$ cat src/rtl/mmu_pkg.sv
// Types and widths shared between the MMU input-buffer loader and the data setup stage.
package mmu_pkg;

  typedef enum logic [1:0] {
    LD_IDLE,
    LD_LOAD,
    LD_DRAIN,
    LD_FULL
  } ld_state_t;

  localparam int BURST_W = 11;

endpackage

$ cat src/rtl/buff_addr_gen.sv
// Bank/word address counters for the banked input buffer; flags the final beat of a tile.
module buff_addr_gen
  import mmu_pkg::*;
#(
  parameter int SRAM_DEPTH = 1024,
  parameter int BAND_WIDTH = 25,
  localparam int AW = $clog2(SRAM_DEPTH),
  localparam int BW = $clog2(BAND_WIDTH)
) (
  input  logic               clk,
  input  logic               rst,
  input  logic               clr,
  input  logic               inc,
  input  logic [BURST_W-1:0] size,
  output logic [BW-1:0]      bank_o,
  output logic [AW-1:0]      word_o,
  output logic               final_o
);

  logic [BW-1:0]      bank_cnt;
  logic [AW:0]        word_cnt;
  logic               bank_wrap;
  logic [BURST_W-1:0] size_m1;

  assign bank_wrap = (bank_cnt == BW'(BAND_WIDTH - 1));
  assign size_m1   = size - BURST_W'(1);

  // word_cnt carries one extra bit so a full-depth tile compares cleanly against size-1
  always_ff @(posedge clk or posedge rst) begin
    if (rst) begin
      bank_cnt <= '0;
      word_cnt <= '0;
    end else if (clr) begin
      bank_cnt <= '0;
      word_cnt <= '0;
    end else if (inc) begin
      if (bank_wrap) begin
        bank_cnt <= '0;
        word_cnt <= word_cnt + 1'b1;
      end else begin
        bank_cnt <= bank_cnt + 1'b1;
      end
    end
  end

  assign final_o = bank_wrap && (BURST_W'(word_cnt) == size_m1);
  assign bank_o  = bank_cnt;
  assign word_o  = word_cnt[AW-1:0];

endmodule

$ cat src/rtl/input_buff_loader.sv
// Loads one activation tile from a valid/ready byte stream into the banked input BRAMs
// and holds buf_valid_o until the data setup stage signals the tile was consumed.
module input_buff_loader
  import mmu_pkg::*;
#(
  parameter int SRAM_DEPTH = 1024,
  parameter int BAND_WIDTH = 25,
  parameter int DATA_WIDTH = 8,
  localparam int AW = $clog2(SRAM_DEPTH),
  localparam int BW = $clog2(BAND_WIDTH),
  localparam int ADDR_W = AW + BW
) (
  input  logic                  clk,
  input  logic                  rst,
  input  logic                  start_i,
  input  logic [BURST_W-1:0]    burst_size_i,
  input  logic                  s_valid_i,
  output logic                  s_ready_o,
  input  logic [DATA_WIDTH-1:0] s_data_i,
  input  logic                  s_last_i,
  output logic                  wea_o,
  output logic [ADDR_W-1:0]     addra_o,
  output logic [DATA_WIDTH-1:0] dia_o,
  input  logic                  burst_last_i,
  output logic                  buf_valid_o,
  output logic                  busy_o,
  output logic                  cfg_err_o,
  output logic                  frame_err_o
);

  ld_state_t          state, state_nxt;
  logic [BURST_W-1:0] burst_size;
  logic [BW-1:0]      bank;
  logic [AW-1:0]      word;
  logic               is_final;
  logic               size_ok;
  logic               start_ok;
  logic               start_bad;
  logic               beat;

  assign size_ok   = (burst_size_i != '0) && (burst_size_i <= BURST_W'(SRAM_DEPTH));
  assign start_ok  = (state == LD_IDLE) && start_i && size_ok;
  assign start_bad = (state == LD_IDLE) && start_i && !size_ok;
  assign beat      = s_valid_i && s_ready_o;

  buff_addr_gen #(
    .SRAM_DEPTH (SRAM_DEPTH),
    .BAND_WIDTH (BAND_WIDTH)
  ) u_addr_gen (
    .clk     (clk),
    .rst     (rst),
    .clr     (start_ok),
    .inc     (beat),
    .size    (burst_size),
    .bank_o  (bank),
    .word_o  (word),
    .final_o (is_final)
  );

  always_ff @(posedge clk or posedge rst) begin
    if (rst) state <= LD_IDLE;
    else     state <= state_nxt;
  end

  always_comb begin
    state_nxt = state;
    case (state)
      LD_IDLE:  if (start_ok) state_nxt = LD_LOAD;
      LD_LOAD:  if (beat && is_final) state_nxt = LD_DRAIN;
      LD_DRAIN: state_nxt = LD_FULL;
      LD_FULL:  if (burst_last_i) state_nxt = LD_IDLE;
      default:  state_nxt = LD_IDLE;
    endcase
  end

  always_comb begin
    s_ready_o   = (state == LD_LOAD);
    buf_valid_o = (state == LD_FULL);
    busy_o      = (state != LD_IDLE);
  end

  // Address and data hold their last value between writes; only wea_o pulses
  always_ff @(posedge clk or posedge rst) begin
    if (rst) begin
      burst_size  <= '0;
      wea_o       <= 1'b0;
      addra_o     <= '0;
      dia_o       <= '0;
      cfg_err_o   <= 1'b0;
      frame_err_o <= 1'b0;
    end else begin
      wea_o     <= beat;
      cfg_err_o <= start_bad;
      if (start_ok) burst_size <= burst_size_i;
      if (beat) begin
        addra_o <= {bank, word};
        dia_o   <= s_data_i;
      end
      if (start_ok)                          frame_err_o <= 1'b0;
      else if (beat && (s_last_i != is_final)) frame_err_o <= 1'b1;
    end
  end

endmodule

$ cat config.mk
export PLATFORM = sky130hd
export DESIGN_NAME = input_buff_loader
export DESIGN_NICKNAME = d
export VERILOG_FILES = /design/src/rtl/mmu_pkg.sv /design/src/rtl/buff_addr_gen.sv /design/src/rtl/input_buff_loader.sv
export SDC_FILE = /design/constraint.sdc
export NUM_CORES = 1
export LEC_CHECK = 0
export BUFFER_PORTS_ARGS = -buffer_cell sky130_fd_sc_hd__buf_2
export CAP_MARGIN = 20
export CORE_MARGIN = 2
export CORE_UTILIZATION = 50
export DETAILED_ROUTE_END_ITERATION = 6
export GPL_TIMING_DRIVEN = 1
export PLACE_DENSITY_LB_ADDON = 0.1
export SYNTH_ARGS = -nofsm -noshare
export SYNTH_HDL_FRONTEND = slang
export SYNTH_SLANG_ARGS = --single-unit
export TNS_END_PERCENT = 20
$ cat constraint.sdc
create_clock -name clk -period 6 [get_ports clk]
set_input_delay 1.2 -clock clk [delete_from_list [all_inputs] [get_ports clk]]
set_output_delay 1.2 -clock clk [all_outputs]
set_load 0.01 [all_outputs]
==> results by group, run 1 <==
Detailed routing
  – First-pass DRT Iterations: 4
  – DRC violations left: 0
  – Routed WL: 5.949 mm
  – Vias after detailed routing: 2,335
  – Drt via density: 5.224
  – Wire length per cell: 13.31 um
  – Antenna-violating nets left: 0
  – Iter 0 DRT Violations: 98

GRT
  – Total track usage: 19.96%
  – Largest net degree at the start of global routing: 56
  – Grt ovf: 0
  – Vias in the first global route: 2,241
  – Initial antenna violation count: 0
  – First-pass GRT wire length: 10.14 mm

Critical path
  – CP Launch Point: burst_size_i[0]
  – CP arrival: 3.23 ns
  – Crit-path max FO: 14
  – Worst reg2reg startpoint: burst_size[0]
  – Flop2flop setup slack: 3.50 ns
  – Worst r2r path cells: 8
  – Reg-to-reg endpoint: state[1]
  – CP Class: input port to register
  – CP Capture Point: u_addr_gen.word_cnt[9]
  – Worst setup EP type: register
  – CP Launch Type: input port
  – Req. time, crit path: 6.21 ns

Logic synthesis
  – Yosys warns: 0
  – Post-synthesis sequential area ratio: 47.74%
  – Synth top area share: 47.74%
  – Ys flop type: dfrtp_1
  – Biggest area consumer among synthesized cells: dfrtp_1
  – Ys async rst share: 100.0%
  – Synth cell count leaders: 107 x nand2_1, 55 x dfrtp_1, 27 x nor2_1, 12 x xnor2_1, 12 x xor2_1
  – Post-Syn Area: 0.002883 mm^2
  – Syn Nets: 359
  – Syn_area_per_cell: 8.870 um^2
  – Netlist cell types: 46
  – Synth area leaders: dfrtp_1 48%, nand2_1 14%, ha_1 3.9%
  – Seq cells post-synth: 55
  – Post-synth EDFFs: 0
  – Gate Count Post-Synth: 325
  – Most common cell in the synthesized netlist: nand2_1

Clock network
  – H-tree Lvls: 2
  – Hold buffer count at cts: 0
  – Worst-path clk slew: 0.10 ns
  – Post-CTS Setup Bufs: 0
  – CTS tree: built
  – Cts bufs inserted: 5
  – CTS-repair resized insts: 0
  – Later-pin clock latency in the skew report: 0.32 ns
  – Clk sinks: 55
  – Root Buffer: clkbuf_8
  – Clk buf depth: 2

Floorplanning
  – Die Area: 0.006389 mm^2
  – Chip width: 79.93 um
  – Floorplan row count: 27
  – Die Y: 79.93 um
  – Core footprint: 0.005540 mm^2
  – I/O pins: 54
  – Starting Density: 52.03%

Power
  – Pwr Density: 245.3 mW/mm^2
  – Maximum VDD drop: 0.2216 mV
  – P_leak: 0.001702 uW

Layout
  – Antenna diodes: 0
  – Nets@finish: 408
  – # fillers: 531
  – Layout cell share with drive strength beyond 1: 19.73%
  – Layout area overhead: 14.58%

Timing
  – Final period util: 50.37%
  – Setup TNS: 0 ns
  – Tmin final: 3.022 ns
  – Max Fclk: 330.9 MHz
  – Final hold slack: 0.4811 ns
  – Layout Skew: 0.01442 ns
  – RSZ-0062 raised after global routing: no
  – Final setup viols: 0
  – Slew headroom: 53.97%
  – Final slew viol count: 0
  – Actual slew at the worst max-slew pin: 0.6904 ns
  – Hold Vio Cnt, Final: 0

Placement
  – Final Wtd Congestion: 0.7692
  – DP HPWL: 4.143 mm
  – Port bufs: 53

Status
  – Status: finished, final reports clean

Min path
  – Worst min-delay path category: register to register

Job
  – Max-capacitance violation count: 0
==> cell type report <==
cell class / count / area (um^2) / area share [%]
clock buffer: 5 / 68.82 / 2.083
multi-input combinational: 246 / 1395 / 42.23
sequential: 55 / 1376 / 41.67
inverter: 10 / 37.54 / 1.136
clock inverter: 3 / 27.53 / 0.8333
tap: 72 / 90.09 / 2.727
timing repair buffer: 56 / 307.8 / 9.318
==> through the flow <==
stage               cells  area [um^2]  utilization, %  power (uW)  setup WS, ns
floorplan             325         2883               -       545.7         3.167
global placement      438         3179           57.38       599.2         2.405
detailed placement    438         3179           57.38       603.2         2.377
CTS                   446         3276           59.12       821.0         2.694
global route          447         3303           59.62       859.3         2.726
finish                447         3303           59.62       810.4         2.978
==> cell usage in the layout (no fill, tap or decap), drive strengths merged, types with 9 or more instances in the layout <==
cell type  Yosys  layout
inv           10      11
xor2          12      12
nand3         11      11
nor2          27      27
buf            7      56
ha             9       9
dfrtp         55      55
a21oi         11      11
nand2        108     108
xnor2         12      12
==> worst max-delay path: stages <==
cell      delay (ns)
buf_2           0.11
nor4_1          0.35
nand3_1         0.19
xor2_1          0.29
nand3_1         0.48
a211oi_1        0.42
xnor2_1         0.16
nor2_1          0.05
==> metal layers <==
layer,global-route usage [%],vias to the layer above,part of all wire (%),routed length (um)
li1,-,1181,-,-
met1,26.32,1105,46,2760
met2,33.67,42,49,2915
met3,3.507,7,3.5,209
met4,5.763,0,1.1,63
met5,0,-,0,0
==> state kept, by name, indices dropped and copies added (netlist names) <==
| register | count |
|---|---|
| u_addr_gen.bank_o | 5 |
| wea_o | 1 |
| frame_err_o | 1 |
| state | 2 |
| dia_o | 8 |
| u_addr_gen.word_cnt | 11 |
| addra_o | 15 |
| cfg_err_o | 1 |
| burst_size | 11 |
==> how the worst min path moves through the flow <==
stage	from	to	slack [ns]	cells past startpoint
2_1_floorplan	u_addr_gen.bank_o[4]	addra_o[14]	0.50	2
3_3_place_gp	dia_o[2]	dia_o[2]	0.46	2
3_5_place_dp	dia_o[1]	dia_o[1]	0.46	2
4_1_cts	addra_o[8]	addra_o[8]	0.49	2
5_1_grt	addra_o[7]	addra_o[7]	0.50	2
6_report	addra_o[8]	addra_o[8]	0.48	2
==> power breakdown <==
| part | internal [uW] | leakage [uW] | switching [uW] |
|---|---|---|---|
| Combinational | 60.3 | 0.000951 | 77.2 |
| Sequential | 414 | 0.000704 | 41.1 |
| Clock | 86.0 | 0.0000463 | 131 |
==> cell families (layout without fill, tap and decap cells) <==
group / Yosys count / count (layout) / synth area share (%)
AO/OA/AOI/OAI: 38 / 38 / 9.375
XOR/XNOR: 24 / 24 / 7.292
AND/OR/NAND/NOR: 170 / 170 / 25.78
buffers and inverters: 24 / 74 / 3.949
multiplexers: 5 / 5 / 1.953
flip-flops: 55 / 55 / 47.74
adder cells (fa/ha/maj): 9 / 9 / 3.906
Power figures use the tool's default switching activity.
==> run 2: changes to the inputs <==
clock period = 2.7 ns   (was 6 ns; I/O delays follow)
==> results by group, run 2 (synthesized netlist as in run 1, its figures left out) <==
Floorplanning
  – I/O pins: 54
  – Chip width: 79.93 um
  – Die Area: 0.006389 mm^2
  – Floorplan row count: 27
  – Core footprint: 0.005540 mm^2
  – Starting Density: 52.03%
  – Die Y: 79.93 um

GRT
  – Total track usage: 21.50%
  – Grt ovf: 0
  – Initial antenna violation count: 0
  – Largest net degree at the start of global routing: 32
  – Vias in the first global route: 2,366
  – First-pass GRT wire length: 10.77 mm

Layout
  – Most common library cell in the layout ignoring fill and taps: nand2_1
  – Layout cell share with drive strength beyond 1: 20.58%
  – Most flop-heavy register: addra_o
  – Antenna diodes: 0
  – Core Util, Final: 59.76%
  – Layout area overhead: 14.84%
  – Max FFs per register: 15
  – Nets@finish: 412
  – Non-Filler Instances: 451
  – Top Registers: addra_o x15, burst_size x11, u_addr_gen.word_cnt x11
  – Commonest non-fill, non-tap cells in the layout: 107 x nand2_1, 55 x dfrtp_1, 53 x buf_2
  – Post-route cell area: 0.003311 mm^2

Critical path
  – Worst reg2reg startpoint: burst_size[0]
  – Reg-to-reg endpoint: state[1]
  – CP Class: register to register
  – Crit-path cells: inv_1, ha_1, xor2_1, a2111oi_0, and3_2, and4_4, a31oi_4, mux2_4
  – Worst setup EP type: register
  – CP Launch Type: register
  – CP arrival: 2.65 ns
  – Crit-path max FO: 8
  – Crit path largest cell delay: 0.46 ns
  – Req. time, crit path: 2.91 ns
  – Worst r2r path cells: 8
  – Flop2flop setup slack: 0.26 ns
  – Crit-path slowest cell: dfrtp_1

Power
  – Maximum VDD drop: 0.5227 mV
  – Pwr Density: 541.9 mW/mm^2
  – P_leak: 0.001713 uW

Clock network
  – Clk sinks: 55
  – Worst-path clk slew: 0.10 ns
  – Cts bufs inserted: 5
  – Root Buffer: clkbuf_8
  – Post-CTS Setup Bufs: 0
  – Later-pin clock latency in the skew report: 0.31 ns
  – Clk buf depth: 2
  – H-tree Lvls: 2
  – Hold buffer count at cts: 0
  – CTS tree: built
  – CTS-repair resized insts: 0

Detailed routing
  – Routed WL: 6.195 mm
  – DRC violations left: 0
  – Wire length per cell: 13.74 um
  – Drt via density: 5.213
  – Vias after detailed routing: 2,351
  – Iter 0 DRT Violations: 110
  – First-pass DRT Iterations: 4
  – Antenna-violating nets left: 0

Placement
  – Port bufs: 53
  – Cell count after placement: 443
  – Cell Area, Placed: 0.003217 mm^2
  – DP HPWL: 4.583 mm
  – Final Wtd Congestion: 0.8378

Timing
  – Setup TNS: 0 ns
  – Hold Vio Cnt, Final: 0
  – RSZ-0062 raised after global routing: no
  – Final slew viol count: 0
  – Final period util: 90.20%
  – Max Fclk: 410.6 MHz
  – Slew headroom: 70.25%
  – Tmin final: 2.435 ns
  – Final setup viols: 0
  – Actual slew at the worst max-slew pin: 0.4407 ns
  – Layout Skew: 0.008105 ns

Job
  – Max-capacitance violation count: 0

Min path
  – Worst min-delay path category: input port to async pin

Status
  – Status: finished, final reports clean
-- run 2: cell count changes in the layout (fill, tap and decap cells not counted), sizes merged --
cell	delta
clkinv	+1
buf	+4
inv	-1
-- run 2: final cells by class --
class | instances | area [um^2]
clock buffer | 5 | 68.82
clock inverter | 3 | 25.02
fill | 527 | 2230
inverter | 10 | 37.54
multi-input combinational | 246 | 1395
sequential | 55 | 1376
tap | 72 | 90.09
timing repair buffer | 60 | 317.8
-- run 2: metrics by stage --
stage                     power, uW  hold WS (ns)  setup slack [ns]
after floorplan                1213        0.4966            0.4558
after global placement         1337        0.4549            0.3535
after detailed placement       1345        0.4569            0.2942
after CTS                      1818        0.2002            0.2703
after global routing           1906        0.2329           0.08789
final                          1794        0.1910            0.2647
-- run 2: worst max path at each step --
stage	startpoint	endpoint	slack, ns	depth (start not counted)
detailed placement	burst_size[0]	state[1]	0.29	8
floorplan	burst_size[0]	state[1]	0.46	9
global route	burst_size[0]	state[1]	0.09	8
finish	burst_size[0]	state[1]	0.26	8
global placement	burst_size_i[0]	state[1]	0.35	8
CTS	burst_size[0]	state[1]	0.27	8
-- run 2: report_power, final --
part | internal (uW) | total [uW] | switching (uW)
combinational | 136 | 313 | 177
sequential | 921 | 1010 | 93.5
clock | 186 | 467 | 280
-- run 2: critical path, delay by kind of cell (launching register included) --
family | cells | cell delay (ns)
compound gates | 2 | 0.49
xor+xnor | 1 | 0.21
fa+ha+maj | 1 | 0.33
buf+inv | 1 | 0.10
flops | 1 | 0.46
mux | 1 | 0.30
simple gates | 2 | 0.46
-- run 2: metal layers --
metal / GRT usage [%] / routed length, um
met5: 0 / 0
met1: 27.91 / 2993
met2: 36.67 / 2984
met3: 3.733 / 155
met4: 6.441 / 61
==> run 3: changes to the inputs <==
SYNTH_HIERARCHICAL = 1   (was unset)
==> results by group, run 3 <==
Logic synthesis
  – Yosys warns: 6
  – Most common cell in the synthesized netlist: dfrtp_1
  – Gate Count Post-Synth: 261
  – Post-synth EDFFs: 0
  – Ys flop type: dfrtp_1
  – Seq cells post-synth: 55
  – Post-synthesis sequential area ratio: 46.91%
  – Post-Syn Area: 0.002934 mm^2
  – Syn Nets: 295
  – Biggest area consumer among synthesized cells: dfrtp_1
  – Netlist cell types: 50
  – Synth cell count leaders: 55 x dfrtp_1, 23 x mux2_2, 18 x nor2_1, 13 x xor2_1
  – Ys async rst share: 100.0%
  – Syn_area_per_cell: 11.24 um^2
  – Synth top area share: 46.91%
  – Synth area leaders: dfrtp_1 47%, mux2_2 8.8%, xor2_1 3.9%

Timing
  – Slew headroom: 53.97%
  – Actual slew at the worst max-slew pin: 0.6897 ns
  – Setup ws final: -0.2861 ns
  – Layout Skew: 0.007672 ns
  – Final hold slack: 0.2995 ns
  – Final period util: 110.6%
  – Hold Vio Cnt, Final: 0
  – Final slew viol count: 0
  – RSZ-0062 raised after global routing: yes
  – Tmin final: 2.986 ns
  – Final setup viols: 2
  – Max Fclk: 334.9 MHz

Floorplanning
  – I/O pins: 54
  – Floorplan row count: 27
  – Chip width: 80.61 um
  – Starting Density: 52.64%
  – Core footprint: 0.005574 mm^2
  – Die Area: 0.006497 mm^2
  – Die Y: 80.61 um

Status
  – Status: finished with violations
  – Violated checks: setup timing

Layout
  – Most common library cell in the layout ignoring fill and taps: dfrtp_1
  – Commonest non-fill, non-tap cells in the layout: 55 x dfrtp_1, 53 x buf_2, 28 x buf_4
  – Layout cell share with drive strength beyond 1: 39.16%
  – # fillers: 468
  – Layout area overhead: 19.36%
  – Top Registers: addra_o x15, burst_size x11, u_addr_gen/word_cnt x11
  – Most flop-heavy register: addra_o
  – Nets@finish: 365
  – Antenna diodes: 0
  – Max FFs per register: 15
  – Non-Filler Instances: 404
  – Core Util, Final: 62.83%

Clock network
  – Clk buf depth: 2
  – Cts bufs inserted: 5
  – Clk sinks: 55
  – Worst-path clk slew: 0.10 ns
  – Hold buffer count at cts: 0
  – H-tree Lvls: 2
  – CTS tree: built
  – Later-pin clock latency in the skew report: 0.32 ns
  – Post-CTS Setup Bufs: 0
  – Root Buffer: clkbuf_8

Detailed routing
  – Wire length per cell: 14.51 um
  – DRC violations left: 0
  – Routed WL: 5.864 mm
  – Vias after detailed routing: 2,164
  – First-pass DRT Iterations: 4
  – Drt via density: 5.356
  – Antenna-violating nets left: 0
  – Iter 0 DRT Violations: 96

Critical path
  – CP Class: register to register
  – CP arrival: 3.19 ns
  – Req. time, crit path: 2.90 ns
  – Worst setup EP type: register
  – Worst r2r path cells: 9
  – CP Launch Type: register
  – Crit-path max FO: 3

Placement
  – Port bufs: 53
  – Cell count after placement: 396
  – Final Wtd Congestion: 0.8043
  – DP HPWL: 4.508 mm

GRT
  – Vias in the first global route: 2,168
  – Largest net degree at the start of global routing: 25
  – Total track usage: 20.47%
  – Initial antenna violation count: 0
  – Grt ovf: 0
  – First-pass GRT wire length: 10.14 mm

Min path
  – Worst min-delay path category: input port to async pin

Power
  – Maximum VDD drop: 0.4573 mV
  – Pwr Density: 495.2 mW/mm^2
  – Clock power share: 27.5%
  – P_leak: 0.001752 uW
  – Fraction of power spent switching nets: 27.97%
  – Pint: 1249 uW
  – Combinational share of power: 18.3%
  – Switching power: 485.0 uW
  – Sequential share of power: 54.2%

Job
  – Max-capacitance violation count: 0
==> run 3: power by group through the flow <==
stage	registers, uW	logic, uW	clock network [uW]
3_5_place_dp	955	325	0
5_1_grt	952	359	531
6_report	939	318	477
2_1_floorplan	993	136	0
3_3_place_gp	953	315	0
4_1_cts	940	325	494
==> run 3: critical path, stage by stage, from the launching register on <==
cell	delay [ns]
dfrtp_1	0.41
or4_4	0.56
nor2_2	0.16
xnor2_1	0.09
or4_1	0.51
a2111oi_2	0.41
a21boi_1	0.14
nor2_1	0.13
a41oi_2	0.14
mux2_1	0.33
==> run 3: area by class of cell <==
type / count / area [um^2] / area share [%]
Tap cell: 72 / 90.09 / 2.572
Clock inverter: 3 / 22.52 / 0.6431
Clock buffer: 5 / 68.82 / 1.965
Multi-Input combinational cell: 176 / 1408 / 40.19
Timing Repair Buffer: 82 / 495.5 / 14.15
Sequential cell: 55 / 1376 / 39.30
Inverter: 11 / 41.29 / 1.179
==> run 3: cells by family after synthesis <==
group | after synthesis | share of synthesized area, %
mux | 31 | 12.28
simple gates | 76 | 15.35
buf+inv | 30 | 5.714
compound gates | 35 | 8.444
flops | 55 | 46.91
fa+ha+maj | 9 | 3.838
xor+xnor | 25 | 7.463
==> run 3: metal layers <==
metal	wire length (um)	up-vias	GRT usage, %	part of all wire (%)
met5	0	-	0	0
met4	52	0	5.593	0.89
met3	277	4	5.843	4.7
met2	2816	40	33.25	48
met1	2718	1065	26.77	46
li1	-	1055	-	-
==> run 3: final timing paths <==
check,from,to,slack [ns]
setup / recovery,burst_size[1],state[1],-0.29
setup reg to reg,burst_size[1],state[1],-0.29
hold reg to reg,frame_err_o,frame_err_o,0.51
hold / removal,rst,u_addr_gen/bank_o[4],0.30
max in group asynchronous,rst,burst_size[7],1.81
min in group clk,s_data_i[2],dia_o[2],0.45
==> run 3: stage by stage <==
step	setup slack, ns	setup TNS [ns]	cell area [um^2]	total power [uW]
global placement	-0.2253	-0.3902	3407	1268
global route	-0.4649	-1.010	3502	1842
detailed placement	-0.3235	-0.5882	3407	1280
finish	-0.2861	-0.5014	3502	1734
floorplan	-0.2205	-0.2567	2948	1129
CTS	-0.2972	-0.5234	3502	1758
==> run 3: what timing repair did <==
item | in CTS | in global routing
cloned | 0 | 0
setup endpoints to repair | 3 | 3
resized for setup | 2 | 0
